==> src/rtl/digit_serial_addsub.sv <==
// Digit-serial adder/subtractor: adds or subtracts two N-bit operands D bits per cycle,
// LSB digit first, with a registered carry between digits and valid/ready handshakes.
module digit_serial_addsub #(
    parameter int N = 16,
    parameter int D = 4
) (
    input  logic         clk,
    input  logic         rst,
    input  logic         in_valid,
    output logic         in_ready,
    input  logic [N-1:0] a,
    input  logic [N-1:0] b,
    input  logic         c_in,
    input  logic         sub,
    output logic         out_valid,
    input  logic         out_ready,
    output logic [N-1:0] out,
    output logic         c_out,
    output logic         ovf
);
    localparam int DIGITS = N / D;
    localparam int KW     = (DIGITS > 1) ? $clog2(DIGITS) : 1;

    generate
        if (D < 1 || (N % D) != 0) begin : g_param_check
            $error("digit_serial_addsub: D must be >= 1 and divide N");
        end
    endgenerate

    typedef enum logic [1:0] {IDLE, BUSY, DONE} state_t;

    state_t        r_state;
    state_t        w_state_next;
    logic [N-1:0]  r_a;
    logic [N-1:0]  r_b;
    logic [N-1:0]  r_sum;
    logic          r_carry;
    logic [KW-1:0] r_k;
    logic          r_in_ready;

    logic          w_accept;
    logic          w_last;
    logic [D:0]    w_digit;
    logic [N-1:0]  w_sum_next;
    logic          w_msb_cin;

    assign w_accept  = (r_state == IDLE) && r_in_ready && in_valid;
    assign w_last    = (r_k == KW'(DIGITS - 1));

    // Operands shift right so the active digit is always in the low D bits;
    // result digits enter from the top of r_sum.
    assign w_digit    = {1'b0, r_a[D-1:0]} + {1'b0, r_b[D-1:0]} + (D+1)'(r_carry);
    assign w_sum_next = (r_sum >> D) | (N'(w_digit[D-1:0]) << (N - D));
    // Carry into the top bit of the slice, recovered from the sum bit.
    assign w_msb_cin  = r_a[D-1] ^ r_b[D-1] ^ w_digit[D-1];

    assign in_ready  = r_in_ready;
    assign out_valid = (r_state == DONE);

    always_ff @(posedge clk or posedge rst) begin
        if (rst) begin
            r_state <= IDLE;
        end else begin
            r_state <= w_state_next;
        end
    end

    always_comb begin
        w_state_next = r_state;
        case (r_state)
            IDLE:    if (w_accept)  w_state_next = BUSY;
            BUSY:    if (w_last)    w_state_next = DONE;
            DONE:    if (out_ready) w_state_next = IDLE;
            default:                w_state_next = IDLE;
        endcase
    end

    always_ff @(posedge clk or posedge rst) begin
        if (rst) begin
            r_in_ready <= 1'b0;
            r_a        <= '0;
            r_b        <= '0;
            r_sum      <= '0;
            r_carry    <= 1'b0;
            r_k        <= '0;
            out        <= '0;
            c_out      <= 1'b0;
            ovf        <= 1'b0;
        end else begin
            r_in_ready <= (w_state_next == IDLE);
            if (w_accept) begin
                r_a     <= a;
                r_b     <= sub ? ~b : b;
                r_carry <= sub ^ c_in;
                r_k     <= '0;
            end else if (r_state == BUSY) begin
                r_a     <= r_a >> D;
                r_b     <= r_b >> D;
                r_carry <= w_digit[D];
                r_sum   <= w_sum_next;
                r_k     <= r_k + 1'b1;
                if (w_last) begin
                    out   <= w_sum_next;
                    c_out <= w_digit[D];
                    ovf   <= w_msb_cin ^ w_digit[D];
                end
            end
        end
    end

endmodule

==> config.mk <==
export PLATFORM = sky130hd
export DESIGN_NAME = digit_serial_addsub
export DESIGN_NICKNAME = d
export VERILOG_FILES = /design/src/rtl/digit_serial_addsub.sv
export SDC_FILE = /design/constraint.sdc
export NUM_CORES = 1
export LEC_CHECK = 0
export CAP_MARGIN = 30
export CORE_UTILIZATION = 50
export DETAILED_ROUTE_END_ITERATION = 16
export PLACE_DENSITY_LB_ADDON = 0.08
export SLEW_MARGIN = 20
export SYNTH_ARGS = -nofsm -noshare
export SYNTH_HDL_FRONTEND = slang
export SYNTH_SLANG_ARGS = --single-unit
==> constraint.sdc <==
create_clock -name clk -period 8.2 [get_ports clk]
set_clock_uncertainty 0.15 [all_clocks]
set_input_delay 2.46 -clock clk [delete_from_list [all_inputs] [get_ports clk]]
set_output_delay 2.46 -clock clk [all_outputs]
set_load 0.005 [all_outputs]
==> metrics.txt <==
per-cell routed wire length=about 14 um; sequential share of the synthesized area=0.572; #FFs+latches synth=just under 70; xor/xnor share of the synthesized area=0.0589; die area=0.00626 mm^2; largest family of logic cells by synthesized area=simple AND/OR/NAND/NOR gates; P_leak=1.72 nW; Final setup violation count=0; Synth Area in Simple Gates=0.129; Final period util=0.506; Core ar.=0.00561 mm^2; Die X=a little under 80 um; DR DRC count=0; hold slack final=0.329 ns; Starting Density=0.530; CTS tree=yes; H-tree depth reported by CTS=3; Least-Margin Pin Slew=a little over 0.9 ns; vias per std cell=between 5 and 6; Worst-path clk slew=0.06 ns; clock buffer depth=2; Syn Nets=321; Synth Area in Compound Gates=0.122; Worst Path Arrival=1.54 ns; Worst R2R Setup Slack=5.68 ns; fin nets=about 380; worst r2r dst=out[5]; Synth Instances=~280; setup_tns=0 ns; Peak supply drop=286 uV; antenna violations before repair=0; share of layout cells above drive strength 1=0.0804; post-CTS setup buffer count=0; RSZ-0062 raised after global routing=false; die height=79.1 um; # IOs=58; All-Layer GR Usage=0.203; # rows=27; first-pass GRT wire length=9580 um; Routed Wire Length=5620 um; Hold Path Class=flop to flop; Max Fclk=about 240 MHz; status=finished, final reports clean; Via Count=2134; critical path capture point type=output pin; pin count of the biggest net entering global routing=slightly below 70; worst hold start=r_a[7]; DP HPWL=3840 um; DRT Pass-1 Iters=4; Slew headroom=0.382; Mapped Avg Cell Area=about 11 um^2; WS Path Type=flop to output pin; Syn Std Cell Area=0.00297 mm^2; Num Clock Sinks=68; hold depth=2; final hold vios=0; final global-route overflow total=0; Cell Pwr Density=367 mW/mm^2; post-synthesis mux area share=0.0454; Antenna Cells=0; FF-to-FF path depth=3; Layout area overhead=27.3%; vias in the first global route=between 2000 and 2500; latest clock arrival within the worst-skew pair=0.33 ns; Iteration-0 DRC Markers=121; worst flop-to-flop path startpoint=r_state[0]; PortBufs=57; Worst setup SP type=flop; Worst EP required=about 5.6 ns; Hold-fix buffers, CTS=0; gpl congestion=~0.8; synth warn=0; crit path time final=4.15 ns; Root Driver=clkbuf_8; CTS Buf Count=9; Worst Hold End=r_a[7]; Final ANT Viol Nets=0; Max Slew Vio Count=0; Synth cell types=29; # resized after CTS=0; Critical Path Fanout Max=5; max-cap violation count=0; Adder-Cell Fraction of Synth Area=0.0303
worst max path at each step:
stage,slack [ns],cells after the start,endpoint,from
2_1_floorplan,3.88,1,c_out,rst
3_3_place_gp,3.62,6,r_carry,in_valid
3_5_place_dp,3.61,6,r_carry,in_valid
4_1_cts,3.94,6,r_carry,in_valid
5_1_grt,3.98,3,out_valid,r_state[0]
6_report,4.05,3,out_valid,r_state[0]
critical path: stages (launching register included):
cell	delay, ns
dfrtp_1	0.45
nand2b_1	0.20
inv_1	0.07
clkdlybuf4s50_1	0.49
layout make-up:
class / instances / area, um^2
well taps: 72 / 90.1
clock buffers: 13 / 149
inverters: 7 / 26.3
clock inverters: 2 / 35.0
multi-input cells: 184 / 1160
fillers: 484 / 1820
flip-flops and latches: 68 / 1700
repair buffers: 62 / 619
metal layers:
metal	up-vias	track usage	part of all wire
li1	1050	-	-
met1	1025	0.274	0.46
met2	54	0.322	0.49
met3	5	0.0379	0.037
met4	0	0.0818	0.010
met5	-	0	0
stage by stage:
step / area [um^2] / power (mW) / util / worst slack, ns / std cells
2_1_floorplan: 2970 / 0.927 / - / 3.88 / 277
3_3_place_gp: 3580 / 1.10 / 0.638 / 3.62 / 391
3_5_place_dp: 3590 / 1.13 / 0.640 / 3.61 / 392
4_1_cts: 3770 / 1.39 / 0.673 / 3.94 / 407
5_1_grt: 3790 / 1.50 / 0.675 / 3.98 / 408
6_report: 3790 / 1.39 / 0.675 / 4.05 / 408
flip-flops by register name (all words and copies together) (netlist names), 2 cells and up:
signal,cells
out,16
r_a,16
r_b,16
r_k,2
r_state,2
r_sum,12
layout by cell type (no fill, tap or decap), types with 2 or more instances in the layout:
master,count
a22oi_1,11
mux2_1,7
clkbuf_1,3
nand2b_1,3
clkbuf_8,10
fa_1,2
mux2_2,5
dfrtp_1,68
nor2_1,14
nand2_1,66
o21ai_0,19
nand3_1,5
xnor2_1,17
inv_1,6
nor3_1,2
xor2_1,3
a221o_1,14
ha_1,4
o21ai_1,5
clkdlybuf4s50_1,57
buf_4,3
Yosys cell counts:
cell type | count | area share
dfrtp_1 | 68 | 0.57
nand2_1 | 66 | 0.083
o21ai_0 | 19 | 0.032
xnor2_1 | 17 | 0.050
a221o_1 | 14 | 0.047
nor2_1 | 14 | 0.018
a22oi_1 | 11 | 0.028
buf_2 | 10 | 0.017
inv_1 | 7 | 0.0088
mux2_1 | 7 | 0.027
mux2_2 | 5 | 0.019
nand3_1 | 5 | 0.0084
o21ai_1 | 5 | 0.0084
ha_1 | 4 | 0.017
clkbuf_1 | 3 | 0.0038
nand2b_1 | 3 | 0.0063
xor2_1 | 3 | 0.0088
buf_1 | 2 | 0.0025
buf_6 | 2 | 0.0076
fa_1 | 2 | 0.013
nor3_1 | 2 | 0.0034
a21oi_1 | 1 | 0.0017
buf_4 | 1 | 0.0025
nand2_2 | 1 | 0.0021
nor2_2 | 1 | 0.0021
nor2b_1 | 1 | 0.0021
nor4bb_1 | 1 | 0.0034
o21a_1 | 1 | 0.0025
o2bb2ai_1 | 1 | 0.0029
power breakdown:
part	internal [mW]	total, mW	leakage [nW]	switching [mW]
clock	0.147	0.260	0.0935	0.113
sequential	0.485	0.574	0.875	0.0894
combinational	0.275	0.555	0.756	0.280
total	0.907	1.39	1.72	0.482
cells by family (layout without fill, tap and decap cells):
logic type               count (synthesis)  after routing
AND/OR/NAND/NOR                         94             94
adder cells (fa/ha/maj)                  6              6
AO/OA/AOI/OAI                           52             52
buffers and inverters                   25             84
XOR/XNOR                                20             20
flip-flops                              68             68
multiplexers                            12             12
No activity file was read; power rests on OpenSTA's default activity.
